`config.mk`:
```
export PLATFORM = sky130hd
export DESIGN_NAME = riscv_decode_stage
export DESIGN_NICKNAME = d
export VERILOG_FILES = /design/src/rtl/riscv_pkg.sv /design/src/rtl/riscv_decode_comb.sv /design/src/rtl/riscv_decode_stage.sv
export SDC_FILE = /design/constraint.sdc
export NUM_CORES = 1
export LEC_CHECK = 0
export BUFFER_PORTS_ARGS = -buffer_cell sky130_fd_sc_hd__buf_2
export CORE_ASPECT_RATIO = 0.9
export CORE_MARGIN = 4
export CORE_UTILIZATION = 25
export DETAILED_ROUTE_END_ITERATION = 7
export PLACE_DENSITY = 0.53
export SLEW_MARGIN = 20
export SYNTH_ARGS = -nofsm -noshare
export SYNTH_HDL_FRONTEND = slang
export SYNTH_SLANG_ARGS = --single-unit
```
`constraint.sdc`:
```
create_clock -name clk_in -period 3.6 [get_ports clk_in]
set_clock_uncertainty 0.2 [all_clocks]
set_input_delay 0 -clock clk_in [delete_from_list [all_inputs] [get_ports clk_in]]
set_output_delay 0 -clock clk_in [all_outputs]
set_load 0.005 [all_outputs]
```
`src/rtl/riscv_pkg.sv`:
```
// -----------------------------------------------------------------------------
// riscv_pkg
// Shared encodings for the RV32I(M) decode stage: opcode/funct constants,
// control-select encodings, the 5-bit ALU function enum and the packed
// control bundle carried from decode to execute.
// -----------------------------------------------------------------------------
package riscv_pkg;

   // Major opcodes
   localparam logic [6:0] OPC_LUI   = 7'b0110111;
   localparam logic [6:0] OPC_AUIPC = 7'b0010111;
   localparam logic [6:0] OPC_JAL   = 7'b1101111;
   localparam logic [6:0] OPC_JALR  = 7'b1100111;
   localparam logic [6:0] OPC_BR    = 7'b1100011;
   localparam logic [6:0] OPC_LOAD  = 7'b0000011;
   localparam logic [6:0] OPC_STORE = 7'b0100011;
   localparam logic [6:0] OPC_OPIMM = 7'b0010011;
   localparam logic [6:0] OPC_OP    = 7'b0110011;

   // ALU funct3
   localparam logic [2:0] F3_ADD  = 3'b000;
   localparam logic [2:0] F3_SLL  = 3'b001;
   localparam logic [2:0] F3_SLT  = 3'b010;
   localparam logic [2:0] F3_SLTU = 3'b011;
   localparam logic [2:0] F3_XOR  = 3'b100;
   localparam logic [2:0] F3_SR   = 3'b101;
   localparam logic [2:0] F3_OR   = 3'b110;
   localparam logic [2:0] F3_AND  = 3'b111;

   // Branch funct3
   localparam logic [2:0] F3_BEQ  = 3'b000;
   localparam logic [2:0] F3_BNE  = 3'b001;
   localparam logic [2:0] F3_BLT  = 3'b100;
   localparam logic [2:0] F3_BGE  = 3'b101;
   localparam logic [2:0] F3_BLTU = 3'b110;
   localparam logic [2:0] F3_BGEU = 3'b111;

   // funct7
   localparam logic [6:0] F7_BASE   = 7'h00;
   localparam logic [6:0] F7_ALT    = 7'h20;
   localparam logic [6:0] F7_MULDIV = 7'h01;

   // Memory access mask: the load/store funct3 is passed through unchanged
   localparam logic [2:0] MASK_B  = 3'b000;
   localparam logic [2:0] MASK_H  = 3'b001;
   localparam logic [2:0] MASK_W  = 3'b010;
   localparam logic [2:0] MASK_BU = 3'b100;
   localparam logic [2:0] MASK_HU = 3'b101;

   typedef enum logic [2:0] {
      BR_NONE = 3'd0, BR_EQ = 3'd1, BR_NE = 3'd2, BR_LT = 3'd3,
      BR_GE   = 3'd4, BR_LTU = 3'd5, BR_GEU = 3'd6
   } br_func_e;

   typedef enum logic [1:0] {
      PC_NEXTPC = 2'd0, PC_JAL = 2'd1, PC_JALR = 2'd2, PC_BR = 2'd3
   } pc_sel_e;

   typedef enum logic { OP1_RS1 = 1'b0, OP1_PC  = 1'b1 } op1_sel_e;
   typedef enum logic { OP2_RS2 = 1'b0, OP2_IMM = 1'b1 } op2_sel_e;

   typedef enum logic [1:0] {
      WB_ALU = 2'd0, WB_MEM = 2'd1, WB_PC4 = 2'd2
   } wb_sel_e;

   // M ops are contiguous in funct3 order so they can be offset from ALU_MUL
   typedef enum logic [4:0] {
      ALU_NONE   = 5'd0,  ALU_ADD   = 5'd1,  ALU_SUB  = 5'd2,  ALU_SLL   = 5'd3,
      ALU_SLT    = 5'd4,  ALU_SLTU  = 5'd5,  ALU_XOR  = 5'd6,  ALU_SRL   = 5'd7,
      ALU_SRA    = 5'd8,  ALU_OR    = 5'd9,  ALU_AND  = 5'd10, ALU_COPY_B = 5'd11,
      ALU_MUL    = 5'd12, ALU_MULH  = 5'd13, ALU_MULHSU = 5'd14, ALU_MULHU = 5'd15,
      ALU_DIV    = 5'd16, ALU_DIVU  = 5'd17, ALU_REM  = 5'd18, ALU_REMU  = 5'd19
   } alu_func_e;

   typedef struct packed {
      logic [4:0]  rs1;
      logic [4:0]  rs2;
      logic [4:0]  rd;
      logic [31:0] imm;
      br_func_e    br_func;
      pc_sel_e     pc_sel;
      op1_sel_e    op1_sel;
      op2_sel_e    op2_sel;
      wb_sel_e     wb_sel;
      alu_func_e   alu_func;
      logic        we_rf;
      logic        dmem_re;
      logic        dmem_we;
      logic [2:0]  dmem_size;
      logic        illegal;
   } dec_ctrl_t;

   localparam dec_ctrl_t DEC_NOP = '{
      rs1: 5'd0, rs2: 5'd0, rd: 5'd0, imm: 32'd0,
      br_func: BR_NONE, pc_sel: PC_NEXTPC, op1_sel: OP1_RS1, op2_sel: OP2_RS2,
      wb_sel: WB_ALU, alu_func: ALU_NONE, we_rf: 1'b0, dmem_re: 1'b0,
      dmem_we: 1'b0, dmem_size: MASK_B, illegal: 1'b0
   };

   // Base integer ALU op for a funct3; alt selects SUB/SRA.
   function automatic alu_func_e alu_base(input logic [2:0] f3, input logic alt);
      alu_func_e r;
      case (f3)
         F3_ADD:  r = alt ? ALU_SUB : ALU_ADD;
         F3_SLL:  r = ALU_SLL;
         F3_SLT:  r = ALU_SLT;
         F3_SLTU: r = ALU_SLTU;
         F3_XOR:  r = ALU_XOR;
         F3_SR:   r = alt ? ALU_SRA : ALU_SRL;
         F3_OR:   r = ALU_OR;
         default: r = ALU_AND;
      endcase
      return r;
   endfunction

endpackage

```
`src/rtl/riscv_decode_comb.sv`:
```
// -----------------------------------------------------------------------------
// riscv_decode_comb
// Purely combinational RV32I(M) decoder.
//   inst_in  : 32-bit instruction word
//   ctrl_out : decoded control bundle, including the illegal flag
// Illegal encodings collapse to the NOP bundle (register fields kept) with
// illegal set. Writes to x0 are suppressed here.
// -----------------------------------------------------------------------------
module riscv_decode_comb
   import riscv_pkg::*;
#(
   parameter bit ENABLE_M = 1'b0
) (
   input  logic [31:0] inst_in,
   output dec_ctrl_t   ctrl_out
);

   logic [6:0]  opcode;
   logic [2:0]  f3;
   logic [6:0]  f7;
   logic [31:0] imm_i, imm_s, imm_b, imm_u, imm_j;

   assign opcode = inst_in[6:0];
   assign f3     = inst_in[14:12];
   assign f7     = inst_in[31:25];

   assign imm_i = {{20{inst_in[31]}}, inst_in[31:20]};
   assign imm_s = {{20{inst_in[31]}}, inst_in[31:25], inst_in[11:7]};
   assign imm_b = {{19{inst_in[31]}}, inst_in[31], inst_in[7], inst_in[30:25],
                   inst_in[11:8], 1'b0};
   assign imm_u = {inst_in[31:12], 12'd0};
   assign imm_j = {{11{inst_in[31]}}, inst_in[31], inst_in[19:12], inst_in[20],
                   inst_in[30:21], 1'b0};

   dec_ctrl_t c;
   logic      legal;

   always_comb begin
      // NOTE: every variable gets a default before the case so no path
      // leaves it unassigned and infers a latch.
      c       = DEC_NOP;
      c.rs1   = inst_in[19:15];
      c.rs2   = inst_in[24:20];
      c.rd    = inst_in[11:7];
      legal   = 1'b1;

      case (opcode)
         OPC_LUI: begin
            c.imm      = imm_u;
            c.op2_sel  = OP2_IMM;
            c.alu_func = ALU_COPY_B;
            c.we_rf    = 1'b1;
         end
         OPC_AUIPC: begin
            c.imm      = imm_u;
            c.op1_sel  = OP1_PC;
            c.op2_sel  = OP2_IMM;
            c.alu_func = ALU_ADD;
            c.we_rf    = 1'b1;
         end
         OPC_JAL: begin
            c.imm      = imm_j;
            c.pc_sel   = PC_JAL;
            c.op1_sel  = OP1_PC;
            c.op2_sel  = OP2_IMM;
            c.alu_func = ALU_ADD;
            c.wb_sel   = WB_PC4;
            c.we_rf    = 1'b1;
         end
         OPC_JALR: begin
            legal      = (f3 == 3'b000);
            c.imm      = imm_i;
            c.pc_sel   = PC_JALR;
            c.op2_sel  = OP2_IMM;
            c.alu_func = ALU_ADD;
            c.wb_sel   = WB_PC4;
            c.we_rf    = 1'b1;
         end
         OPC_BR: begin
            c.imm      = imm_b;
            c.pc_sel   = PC_BR;
            c.op1_sel  = OP1_PC;
            c.op2_sel  = OP2_IMM;
            c.alu_func = ALU_ADD;
            case (f3)
               F3_BEQ:  c.br_func = BR_EQ;
               F3_BNE:  c.br_func = BR_NE;
               F3_BLT:  c.br_func = BR_LT;
               F3_BGE:  c.br_func = BR_GE;
               F3_BLTU: c.br_func = BR_LTU;
               F3_BGEU: c.br_func = BR_GEU;
               default: legal     = 1'b0;
            endcase
         end
         OPC_LOAD: begin
            legal       = (f3 != 3'b011) && (f3 != 3'b110) && (f3 != 3'b111);
            c.imm       = imm_i;
            c.op2_sel   = OP2_IMM;
            c.alu_func  = ALU_ADD;
            c.wb_sel    = WB_MEM;
            c.we_rf     = 1'b1;
            c.dmem_re   = 1'b1;
            c.dmem_size = f3;
         end
         OPC_STORE: begin
            legal       = (f3 < 3'b011);
            c.imm       = imm_s;
            c.op2_sel   = OP2_IMM;
            c.alu_func  = ALU_ADD;
            c.dmem_we   = 1'b1;
            c.dmem_size = f3;
         end
         OPC_OPIMM: begin
            // imm[11:5] doubles as funct7 only for shifts; ADDI must never
            // turn into SUB because of its immediate.
            c.imm      = imm_i;
            c.op2_sel  = OP2_IMM;
            c.we_rf    = 1'b1;
            c.alu_func = alu_base(f3, (f3 == F3_SR) && (f7 == F7_ALT));
            if (f3 == F3_SLL)
               legal = (f7 == F7_BASE);
            else if (f3 == F3_SR)
               legal = (f7 == F7_BASE) || (f7 == F7_ALT);
         end
         OPC_OP: begin
            c.we_rf = 1'b1;
            if (f7 == F7_BASE)
               c.alu_func = alu_base(f3, 1'b0);
            else if ((f7 == F7_ALT) && ((f3 == F3_ADD) || (f3 == F3_SR)))
               c.alu_func = alu_base(f3, 1'b1);
            else if ((f7 == F7_MULDIV) && ENABLE_M)
               c.alu_func = alu_func_e'(5'(ALU_MUL) + 5'(f3));
            else
               legal = 1'b0;
         end
         default: legal = 1'b0;
      endcase

      if (!legal) begin
         c         = DEC_NOP;
         c.rs1     = inst_in[19:15];
         c.rs2     = inst_in[24:20];
         c.rd      = inst_in[11:7];
         c.illegal = 1'b1;
      end

      if (c.rd == 5'd0)
         c.we_rf = 1'b0;
   end

   assign ctrl_out = c;

endmodule

```
`src/rtl/riscv_decode_stage.sv`:
```
// -----------------------------------------------------------------------------
// riscv_decode_stage
// Registered RV32I(M) decode stage with valid/ready handshake and a one-entry
// skid buffer, so inst_ready_out is a flop rather than a function of
// dec_ready_in.
//   clk_in, rst_n_in      : clock, async active-low reset
//   flush_in              : synchronous flush of all held instructions
//   inst_valid_in/_ready_out, inst_in, pc_in : fetch side
//   dec_valid_out/dec_ready_in, pc_out and the control bundle : execute side
//   illegal_out           : instruction is not a legal RV32I(M) encoding
//   decode_count_out      : number of output handshakes (wraps)
// -----------------------------------------------------------------------------
module riscv_decode_stage
   import riscv_pkg::*;
#(
   parameter bit ENABLE_M = 1'b0,
   parameter int PC_WIDTH = 32
) (
   input  logic                clk_in,
   input  logic                rst_n_in,
   input  logic                flush_in,
   input  logic                inst_valid_in,
   output logic                inst_ready_out,
   input  logic [31:0]         inst_in,
   input  logic [PC_WIDTH-1:0] pc_in,
   output logic                dec_valid_out,
   input  logic                dec_ready_in,
   output logic [PC_WIDTH-1:0] pc_out,
   output logic [4:0]          rs1_out,
   output logic [4:0]          rs2_out,
   output logic [4:0]          rd_out,
   output logic [31:0]         imm_out,
   output logic [2:0]          br_func_out,
   output logic [1:0]          pc_sel_out,
   output logic                op1_sel_out,
   output logic                op2_sel_out,
   output logic [1:0]          writeback_sel_out,
   output logic [4:0]          alu_func_out,
   output logic                write_enable_rf_out,
   output logic                dmem_read_enable_out,
   output logic                dmem_write_enable_out,
   output logic [2:0]          dmem_size_out,
   output logic                illegal_out,
   output logic [31:0]         decode_count_out
);

   dec_ctrl_t           dec_c;
   dec_ctrl_t           or_ctrl, sk_ctrl;
   logic [PC_WIDTH-1:0] or_pc, sk_pc;
   logic                or_valid, sk_valid, ready_q;
   logic [31:0]         count_q;

   logic in_fire, out_fire, or_free;

   riscv_decode_comb #(.ENABLE_M(ENABLE_M)) u_decode (
      .inst_in  (inst_in),
      .ctrl_out (dec_c)
   );

   assign in_fire  = inst_valid_in & ready_q;
   assign out_fire = or_valid & dec_ready_in;
   // OR can take a new entry this edge if it is empty or being drained.
   assign or_free  = ~or_valid | out_fire;

   always_ff @(posedge clk_in or negedge rst_n_in) begin
      if (!rst_n_in) begin
         // NOTE: the datapath registers are reset as well so the bundle
         // reads as a NOP straight out of reset, not just the valid bits.
         or_valid <= 1'b0;
         sk_valid <= 1'b0;
         ready_q  <= 1'b1;
         or_ctrl  <= DEC_NOP;
         sk_ctrl  <= DEC_NOP;
         or_pc    <= '0;
         sk_pc    <= '0;
      end else if (flush_in) begin
         // NOTE: state is updated with non-blocking assignments so every
         // branch sees the pre-edge values of or_valid/sk_valid.
         or_valid <= 1'b0;
         sk_valid <= 1'b0;
         ready_q  <= 1'b1;
      end else if (or_free) begin
         if (sk_valid) begin
            // ready_q was low, so no input can be accepted this cycle.
            or_ctrl  <= sk_ctrl;
            or_pc    <= sk_pc;
            or_valid <= 1'b1;
            sk_valid <= 1'b0;
            ready_q  <= 1'b1;
         end else if (in_fire) begin
            or_ctrl  <= dec_c;
            or_pc    <= pc_in;
            or_valid <= 1'b1;
         end else begin
            or_valid <= 1'b0;
         end
      end else if (in_fire) begin
         // OR is stalled: absorb the one instruction already in flight.
         sk_ctrl  <= dec_c;
         sk_pc    <= pc_in;
         sk_valid <= 1'b1;
         ready_q  <= 1'b0;
      end
   end

   // Output handshakes are counted even in a flush cycle.
   always_ff @(posedge clk_in or negedge rst_n_in) begin
      if (!rst_n_in)
         count_q <= 32'd0;
      else if (out_fire)
         count_q <= count_q + 32'd1;
   end

   assign inst_ready_out        = ready_q;
   assign dec_valid_out         = or_valid;
   assign pc_out                = or_pc;
   assign rs1_out               = or_ctrl.rs1;
   assign rs2_out               = or_ctrl.rs2;
   assign rd_out                = or_ctrl.rd;
   assign imm_out               = or_ctrl.imm;
   assign br_func_out           = or_ctrl.br_func;
   assign pc_sel_out            = or_ctrl.pc_sel;
   assign op1_sel_out           = or_ctrl.op1_sel;
   assign op2_sel_out           = or_ctrl.op2_sel;
   assign writeback_sel_out     = or_ctrl.wb_sel;
   assign alu_func_out          = or_ctrl.alu_func;
   assign write_enable_rf_out   = or_ctrl.we_rf;
   assign dmem_read_enable_out  = or_ctrl.dmem_re;
   assign dmem_write_enable_out = or_ctrl.dmem_we;
   assign dmem_size_out         = or_ctrl.dmem_size;
   assign illegal_out           = or_ctrl.illegal;
   assign decode_count_out      = count_q;

endmodule

```
# After elaboration in Yosys (flattened, before gate mapping)
# Index checks and enable logic that the tools add are counted.
[op_classes] bitwise=6 n_eq_ne=21 add_sub_neg=1 magnitude_cmp=1 n_mux=42 reduce_logical=25
[ops] cell="$pmux W32 S5" count=1
[ops] cell="$mux W68" count=2
[ops] cell="$mux W32" count=2
[ops] cell="$pmux W4 S7" count=2
[ops] cell="$mux W53" count=1
[ops] cell="$pmux W5 S7" count=1
[ops] cell="$add A32 B1 Y32 const B" count=1
[ops] cell="$eq A7 B6 Y1 const B" count=4
[ops] cell="$mux W1" count=22
[ops] cell="$eq A7 B7 Y1 const B" count=3
[ops] cell="$pmux W5 S4" count=1
[ops] cell="$pmux W3 S6" count=1
[ops] cell="$eq A7 B5 Y1 const B" count=2
[ops] cell="$eq A3 B3 Y1 const B" count=4
[ops] cell="$reduce_or A6 Y1" count=2
[ops] cell="$mux W5" count=2
[ops] cell="$ne A3 B3 Y1 const B" count=3
[ops] cell="$reduce_or A3 Y1" count=3
[ops] cell="$reduce_or A8 Y1" count=1
[ops] cell="$eq A7 B2 Y1 const B" count=1
[ops] cell="$logic_not A7 Y1" count=1
[ops] cell="$pmux W1 S7" count=1
[ops] cell="$reduce_or A7 Y1" count=1
[ops] cell="$eq A3 B2 Y1 const B" count=2
[ops] cell="other kinds (20)" count=32
[word_totals] inputBits=69 word_cells=132 output_inout_bits=134 ff_bits=235

# Depth between registers and ports, before layout
# Gate-level depths: netlist (run 1).
[depth] word_depth=10 mapped_depth=11 ltp_nobuf=8

# Cells and area by module
# Synthesis (run 1) repeated with hierarchy kept, for this count alone.
[hier_totals] cells_unflattened=987 area_unflattened_um2=11050.6
[modules_own_cells] module="riscv_decode_stage" seq_area_each_um2=5881.9 area_each_um2=9810.7 instances=1 cells_per_inst=781
[modules_own_cells] module="riscv_decode_comb" seq_area_each_um2=0.0 area_each_um2=1239.9 instances=1 cells_per_inst=206

# Worst setup path after synthesis (run 1)
# No wires, ideal clock.
[synth_path] path_type="input -> register" startpoint="input port inst_in[14]" endpoint="register or_ctrl, in the netlist imm_out[3]" t_required_ns=3.323 setup_ns=0.077 slack_ns=1.347 cell_stages=11 n_path_buf=3 arrival_time_ns=1.975 cell_sequence="clkbuf_1 > inv_1 > ha_1 > nand2b_1 > a21oi_1 > o21ai_1 > and4_1 > buf_6 > buf_6 > or3_1 > a21oi_1"
[synth_via] elab_chain_cells=9 elab_cells_between_ends=24 classes_between="order compare (1); eq/ne (8); mux (9); reduce/logical (6)"
[synth_rtl] element="start, declared" line="riscv_decode_stage.sv:24" rtl="input logic [31:0] inst_in,"
[synth_rtl] element="$eq A3 B3 Y1 or $logic_not A3 Y1 (tied branches)"
[synth_rtl] element="$logic_or A1 B1 Y1" line="riscv_decode_comb.sv:129" rtl="else if ((f7 == F7_ALT) && ((f3 == F3_ADD) || (f3 == F3_SR)))"
[synth_rtl] element="$logic_and A1 B1 Y1" line="riscv_decode_comb.sv:129"
[synth_rtl] element="$mux W1" line="riscv_decode_comb.sv:129"
[synth_rtl] element="$mux W1" line="riscv_decode_comb.sv:127" rtl="if (f7 == F7_BASE)"
[synth_rtl] element="$pmux W1 S7 (*)" line="riscv_decode_comb.sv:47" rtl="case (opcode)"
[synth_rtl] element="$mux W53 (*)" line="riscv_decode_comb.sv:139" rtl="if (!legal) begin"
[synth_rtl] element="$mux W68 (*)" line="riscv_decode_stage.sv:90" rtl="end else if (in_fire) begin"
[synth_rtl] element="$mux W68 (*)" line="riscv_decode_stage.sv:83" rtl="if (sk_valid) begin"
[synth_rtl] element="end signal, assigned" line="riscv_decode_stage.sv:85" rtl="or_ctrl <= sk_ctrl;"
[synth_rtl] element="end, declared" line="riscv_decode_stage.sv:48" rtl="dec_ctrl_t or_ctrl, sk_ctrl;"
# Mark *: on every way between the ends. The rest lies on a longest branch, timed or not. The select of a mux whose other input is x is not followed.
# A chain may end at the register's enable or synchronous reset.

# Worst setup path after layout (run 1)
[layout_path] startpoint="input port inst_in[14]" endpoint="register or_ctrl, in the netlist imm_out[12]"
# Same word-level chain as after synthesis.

==> Flow_metrics.wiki, run 1 <==
{| class="wikitable"
! Metric !! Value
|-
| Detailed placer's ending HPWL || around 22000 µm
|-
| Number of buffers created by CTS || 28
|-
| Wire length of the first global-routing pass || 52600 µm
|-
| Crit path time final || 2.92 ns
|-
| Netlist area before placement || 0.0106 mm²
|-
| FF+latch count, synth || around 230
|-
| Via count of the first global-routing pass || around 9.1k
|-
| Total Die Area || ~0.046 mm²
|-
| Core footprint || 0.0419 mm²
|-
| Worst-Margin Slew || 0.813 ns
|-
| Buffering stage count on the worst path with inverters included || 4
|-
| Cell family with most CP delay || buffers and inverters
|-
| Cell Pwr Density || 485 mW/mm²
|-
| CP Class || input pin to flip-flop
|-
| Remaining routing DRC violations || 0
|-
| Number of top-level pins || ~200
|-
| Top achievable clock speed || 343 MHz
|-
| Run status || completed
|-
| Maximum VDD drop || 0.000305 V
|-
| R2R setup slack || 0.80 ns
|-
| Number of buffers inserted for hold repair after clock tree synthesis || 112
|-
| Die Height || 204 µm
|-
| Width of the die || 225 µm
|-
| Clk Latency, worst-skew pair || 0.56 ns
|-
| Sequential cell area fraction in the yosys report || 54.4%
|-
| Total placed instance area || 0.0122 mm²
|-
| Crit path top cell by count || sky130_fd_sc_hd__a21oi_1
|-
| Most numerous cell types in the synthesized netlist || sky130_fd_sc_hd__nand2_1 (283), sky130_fd_sc_hd__dfrtp_1 (230), sky130_fd_sc_hd__o21ai_0 (83)
|-
| Number of diodes || 0
|-
| PortBufs || ~200
|-
| Share of post-route cells with drive strength above 1 || a little over a fifth
|-
| Count of max-cap constraint violations || 0
|-
| Effective utilization at floorplan || 25.4%
|-
| Area share of the largest cell type after synthesis || 54.1%
|-
| H-tree depth reported by CTS || 1
|-
| Iter 0 DRT Violations || 472
|-
| Yosys top cell by area || sky130_fd_sc_hd__dfrtp_1
|-
| Crit path arrival time || around 3.2 ns
|-
| Clock root cell || sky130_fd_sc_hd__clkbuf_16
|-
| Total track usage || 14.2%
|-
| Final core area utilization || 34.2%
|-
| Routed WL || between 30000 and 40000 µm
|-
| Final-report max-slew violation count || 0
|-
| Worst path cell trace || dlygate4sd3_1 > buf_2 > inv_1 > ha_1 > nand2b_1 > a21oi_1 > o21ai_1 > and4_1 > buf_12 > a21oi_1 > a221o_1
|-
| Cell leakage power || 0.00679 µW
|-
| FP Rows || 71
|-
| Count of final setup violators || 0
|-
| Relative max-transition margin || 45.4%
|-
| Number of nets at the end of the flow || 1453
|-
| Prevailing post-synth register cell || sky130_fd_sc_hd__dfrtp_1
|-
| Synth Net Count || 1168
|-
| Largest buffer count on any clock path || 3
|-
| Startpoint type of the worst setup path || input pin
|-
| TritonCTS clock tree || done
|-
| Antenna violations before repair || 0
|-
| Yosys Warn Count || 0
|-
| Min-delay worst type || input pin to flip-flop
|-
| Routability congestion estimate from global placement || roughly 0.80
|-
| WHS || ~0.027 ns
|-
| Mean Syn Cell Area || slightly below 10 µm²
|-
| ANT nets after route || 0
|-
| Total number of vias || 9012
|-
| Slowest stage cell, crit path || sky130_fd_sc_hd__and4_1
|-
| Per-cell via count in the routed design || roughly 4.6
|-
| Total area of sequential cells || just under 0.006 mm²
|-
| Aggregate global routing overflow || 0
|-
| Number of distinct standard cells referenced by the synthesized netlist || 59
|-
| CTS resizes || 0
|-
| Setup repair after global routing missed its margin || false
|-
| Most frequent cell after synthesis || sky130_fd_sc_hd__nand2_1
|-
| Required time reported for the critical path endpoint || 3.84 ns
|-
| Cells taking the most area after synthesis || sky130_fd_sc_hd__dfrtp_1 (54%), sky130_fd_sc_hd__nand2_1 (10%), sky130_fd_sc_hd__mux2i_1 (4.8%)
|-
| Syn Inst Count || 1091
|-
| Area of the multi-input gates || 0.00453 mm²
|-
| Final instance area || 0.0143 mm²
|-
| Largest driver fanout on the critical path || 26
|-
| Post-detailed-route wirelength per cell || 17.0 µm
|-
| Count of flip-flops with a built-in enable after synthesis || 0
|-
| Drt first pass iters || 5
|-
| Final total negative setup slack || 0 ns
|-
| Async set-reset flop share out of synthesis || 100%
|-
| Crit path largest cell delay || roughly 0.56 ns
|-
| Post-route total power || 6960 µW
|-
| Clock sink count || 231
|-
| Clock slew at reported path FFs || about 0.06 ns
|-
| Maximum number of pins on one net before global-route repair || around 120
|-
| Worst Setup End Kind || flip-flop
|-
| Filler instances || approximately 4.3k
|-
| Number of failing hold endpoints at the final stage || 0
|-
| Part of the cycle the worst path needs || between 80% and 90%
|-
| Post-synthesis to final-layout area growth || 35.0%
|-
| Setup repair bufs after CTS || 0
|}
==> flip-flops by register name, summed over array words and instances (netlist names) <==
register	cells
writeback_sel_out	1
dmem_read_enable_out	1
sk_valid	1
br_func_out	3
rs1_out	5
rd_out	5
pc_out	32
illegal_out	1
dec_valid_out	1
pc_sel_out	2
imm_out	32
sk_pc	32
sk_ctrl	66
op1_sel_out	1
rs2_out	5
inst_ready_out	1
write_enable_rf_out	1
decode_count_out	32
dmem_size_out	3
op2_sel_out	1
dmem_write_enable_out	1
alu_func_out	4
==> routing by layer <==
layer	share of wire, %	routed length (µm)	vias to the layer above	global-route usage, %
li1	-	-	4323	-
met1	46	15300	4391	19.9
met2	45	14800	243	22.2
met3	5.8	1910	55	3.15
met4	2.9	963	0	3.85
met5	0	0	-	0
==> where the power goes <==
part / total (µW) / switching, µW / internal (µW)
Clock: 2970 / 1140 / 1830
Combinational: 923 / 509 / 414
Sequential: 3070 / 177 / 2900
Total: 6960 / 1820 / 5140
==> area by class of cell <==
| cell class | instances | share of cell area, % |
|---|---|---|
| Sequential cell | 231 | 40.3 |
| Multi-Input combinational cell | 780 | 31.6 |
| Timing Repair Buffer | 330 | 16.4 |
| Clock buffer | 37 | 5.54 |
| Tap cell | 547 | 4.77 |
| Clock inverter | 12 | 1.24 |
| Inverter | 5 | 0.131 |
==> through the flow <==
step           worst slack, ns  instances
2_1_floorplan             1.35       1091
3_5_place_dp             0.766       1781
6_report                 0.682       1942
3_3_place_gp             0.890       1781
5_1_grt                  0.572       1942
4_1_cts                  0.791       1942
==> cells in the final DEF, fill, tap and decap left out, types with 4 or more instances in the layout <==
cell type / Yosys / final
sky130_fd_sc_hd__dfrtp_1: 230 / 229
sky130_fd_sc_hd__o31ai_1: 10 / 10
sky130_fd_sc_hd__clkbuf_16: 0 / 28
sky130_fd_sc_hd__bufinv_16: 0 / 4
sky130_fd_sc_hd__ha_1: 8 / 8
sky130_fd_sc_hd__mux2_2: 24 / 24
sky130_fd_sc_hd__or3_1: 7 / 7
sky130_fd_sc_hd__inv_1: 4 / 4
sky130_fd_sc_hd__clkbuf_8: 0 / 6
sky130_fd_sc_hd__a221o_1: 21 / 21
sky130_fd_sc_hd__buf_12: 0 / 6
sky130_fd_sc_hd__mux2i_1: 51 / 51
sky130_fd_sc_hd__nor2_1: 53 / 53
sky130_fd_sc_hd__nand3_1: 14 / 13
sky130_fd_sc_hd__nor3_1: 9 / 9
sky130_fd_sc_hd__o21ai_0: 83 / 83
sky130_fd_sc_hd__buf_4: 3 / 11
sky130_fd_sc_hd__clkinv_2: 0 / 5
sky130_fd_sc_hd__dlygate4sd3_1: 0 / 111
sky130_fd_sc_hd__xnor2_1: 21 / 21
sky130_fd_sc_hd__and2_1: 5 / 4
sky130_fd_sc_hd__and3_1: 30 / 29
sky130_fd_sc_hd__o21a_1: 6 / 6
sky130_fd_sc_hd__a32oi_1: 6 / 6
sky130_fd_sc_hd__nand2b_1: 11 / 11
sky130_fd_sc_hd__a21oi_1: 58 / 58
sky130_fd_sc_hd__a22oi_1: 6 / 6
sky130_fd_sc_hd__xor2_1: 12 / 12
sky130_fd_sc_hd__nand2_1: 283 / 282
sky130_fd_sc_hd__nand4_1: 12 / 12
sky130_fd_sc_hd__buf_2: 4 / 200
==> tightest hold or removal path, cell delays in order <==
cell and delay, ns:
sky130_fd_sc_hd__dlygate4sd3_1 0.53, sky130_fd_sc_hd__buf_2 0.12, sky130_fd_sc_hd__nand2_1 0.04, sky130_fd_sc_hd__nand2_1 0.05
==> worst paths after layout <==
kind | from | endpoint | cells after the start
worst max-delay path | inst_in[14] | imm_out[12]$_DFFE_PN0P_ | 11
worst min-delay path | pc_in[26] | sk_pc[26]$_DFFE_PN0P_ | 4
worst max register to register | dec_valid_out$_DFFE_PN0N_ | sk_ctrl[65]$_DFFE_PN0P_ | 7
worst min register to register | decode_count_out[31]$_DFFE_PN0P_ | decode_count_out[31]$_DFFE_PN0P_ | 1
max in group asynchronous | rst_n_in | imm_out[5]$_DFFE_PN0P_ | 4
min in group asynchronous | rst_n_in | inst_ready_out$_DFFE_PN1P_ | 3
==> kinds of logic (layout without fill, tap and decap cells) <==
| logic type | count (synthesis) | after routing | share of synthesized area, % |
|---|---|---|---|
| AND/OR/NAND/NOR | 445 | 445 | 18.6 |
| flip-flops | 231 | 231 | 54.4 |
| AO/OA/AOI/OAI | 218 | 218 | 12.7 |
| buffers and inverters | 80 | 384 | 3.26 |
| multiplexers | 75 | 75 | 7.34 |
| XOR/XNOR | 33 | 33 | 2.72 |
| adder cells (fa/ha/maj) | 8 | 8 | 0.942 |
| other | 1 | 1 | 0.0353 |
(Power assumes the default switching activity.)
==> inputs of run 2 (changes only) <==
- PLACE_DENSITY: 0.53 -> 0.55
- clock period: 3.6 -> 2.5 ns (I/O delays scaled with it)
==> Flow_metrics.wiki, run 2 (synthesis results as in run 1) <==
{| class="wikitable"
! Metric !! Value
|-
| Register with the most flip-flops || sk_ctrl
|-
| R2R setup slack || between 0.1 and 0.15 ns
|-
| Post-route total power || 9930 µW
|-
| TritonCTS clock tree || done
|-
| Relative max-transition margin || 50.0%
|-
| Min-delay worst type || input pin to flip-flop
|-
| PortBufs || 201
|-
| Cell leakage power || 0.00691 µW
|-
| Maximum number of pins on one net before global-route repair || 119
|-
| Final worst slack || 0.146 ns
|-
| Launching instance or port of the critical path || dec_valid_out$_DFFE_PN0N_
|-
| Cell Pwr Density || 675 mW/mm²
|-
| Iter 0 DRT Violations || 589
|-
| H-tree depth reported by CTS || 1
|-
| Remaining routing DRC violations || 0
|-
| Core footprint || ~0.042 mm²
|-
| Worst-Margin Slew || ~0.74 ns
|-
| Largest driver fanout on the critical path || 27
|-
| Count of max-cap constraint violations || 0
|-
| Total number of vias || 9333
|-
| Routed WL || between 30000 and 40000 µm
|-
| Number of top-level pins || 203
|-
| Required time reported for the critical path endpoint || 2.79 ns
|-
| Detailed placer's ending HPWL || 22000 µm
|-
| Worst Setup End Kind || flip-flop
|-
| Hold path cells || 4
|-
| Effective utilization at floorplan || 25.4%
|-
| Final total negative setup slack || 0 ns
|-
| FP Rows || 71
|-
| Startpoint of the most critical hold path || inst_in[18]
|-
| Largest buffer count on any clock path || 3
|-
| Via count of the first global-routing pass || 9619
|-
| Number of nets at the end of the flow || 1490
|-
| R2r startpoint || dec_valid_out$_DFFE_PN0N_
|-
| Final-report max-slew violation count || 0
|-
| Worst r2r dst || sk_pc[19]$_DFFE_PN0P_
|-
| Commonest cells after routing, fill and taps aside || sky130_fd_sc_hd__nand2_1 (282), sky130_fd_sc_hd__dfrtp_1 (229), sky130_fd_sc_hd__buf_2 (200)
|-
| Clock root cell || sky130_fd_sc_hd__clkbuf_16
|-
| Die Height || 204 µm
|-
| Part of the cycle the worst path needs || 94.2%
|-
| Top achievable clock speed || 425 MHz
|-
| Setup repair after global routing missed its margin || false
|-
| Number of diodes || 0
|-
| Number of failing hold endpoints at the final stage || 0
|-
| Commonest non-fill, non-tap cell in the layout || sky130_fd_sc_hd__nand2_1
|-
| Total Die Area || 0.0459 mm²
|-
| Startpoint type of the worst setup path || flip-flop
|-
| CP Class || flip-flop to flip-flop
|-
| Width of the die || 225 µm
|-
| Drt first pass iters || 5
|-
| Crit path arrival time || between 2 and 3 ns
|-
| Worst R2R Path Depth || 7
|-
| Post-synthesis to final-layout area growth || 38.5%
|-
| Aggregate global routing overflow || 0
|-
| Wire length of the first global-routing pass || 54500 µm
|-
| Clock slew at reported path FFs || 0.06 ns
|-
| Post-detailed-route wirelength per cell || between 15 and 20 µm
|-
| Per-cell via count in the routed design || 4.71
|-
| Number of buffers created by CTS || 28
|-
| ANT nets after route || 0
|-
| Share of post-route cells with drive strength above 1 || 22.8%
|-
| Setup slack after placement || about 0.18 ns
|-
| Number of flip-flops in the largest register || 66
|-
| Total track usage || 14.7%
|-
| Clk Latency, worst-skew pair || around 0.56 ns
|-
| Endpoint of the worst hold path || sk_ctrl[66]$_DFFE_PN0P_
|-
| Maximum VDD drop || 0.000415 V
|-
| Run status || completed
|-
| Antenna violations before repair || 0
|-
| Count of final setup violators || 0
|-
| Routability congestion estimate from global placement || 0.862
|-
| Clock sink count || 231
|-
| Crit path time final || roughly 2.4 ns
|}
-- run 2: metrics by stage --
stage	hold WS [ns]	instance area [µm²]	std cells	utilization (%)
floorplan	-0.496	10600	1091	-
global placement	-0.234	12400	1796	29.6
detailed placement	-0.225	12400	1796	29.6
CTS	0.00582	14700	1980	35.0
global route	0.0409	14700	1982	35.1
finish	0.0405	14700	1982	35.1
-- run 2: repair_timing --
item | 4_1_cts | 5_1_grt
setup buffers | 0 | 1
hold buffers | 132 | 0
endpoints found under the setup margin | 0 | 24
gates resized for setup | 0 | 5
endpoints found under the hold margin | 435 | 0
-- run 2: how the worst max path moves through the flow --
stage,to,cells past startpoint
after floorplan,imm_out[3]$_DFFE_PN0P_,11
after global placement,imm_out[16]$_DFFE_PN0P_,9
after detailed placement,imm_out[14]$_DFFE_PN0P_,9
after CTS,sk_pc[10]$_DFFE_PN0P_,7
after global routing,sk_ctrl[52]$_DFFE_PN0P_,12
final,sk_pc[19]$_DFFE_PN0P_,7
-- run 2: final cells by class --
type | instances | area, µm²
Clock inverter | 15 | 149
Sequential cell | 231 | 5790
Inverter | 5 | 18.8
Multi-Input combinational cell | 781 | 4560
Clock buffer | 37 | 795
Tap cell | 547 | 684
Fill cell | 4259 | 27200
Timing Repair Buffer | 366 | 2730
-- run 2: layer usage --
layer	up-vias	global-route usage, %	share of wire, %
met5	-	0	0
met4	0	4.79	3.4
met3	66	3.40	5.9
met2	250	22.9	44
met1	4612	20.4	47
li1	4405	-	-
-- run 2: where the power goes --
group	total, µW	switching, µW	internal (µW)	leakage (µW)
clock network	4150	1700	2450	0.000467
logic	1360	742	615	0.00341
registers	4430	259	4170	0.00303
total	9930	2700	7230	0.00691
-- run 2: worst max-delay path, stage by stage, from the launching register on --
cell and delay (ns):
sky130_fd_sc_hd__dfrtp_1 0.38, sky130_fd_sc_hd__nand2b_1 0.23, sky130_fd_sc_hd__nor2_4 0.22, sky130_fd_sc_hd__and3_4 0.24, sky130_fd_sc_hd__buf_6 0.26, sky130_fd_sc_hd__nand2_1 0.10
sky130_fd_sc_hd__dlygate4sd3_1 0.57, sky130_fd_sc_hd__nand2_1 0.06
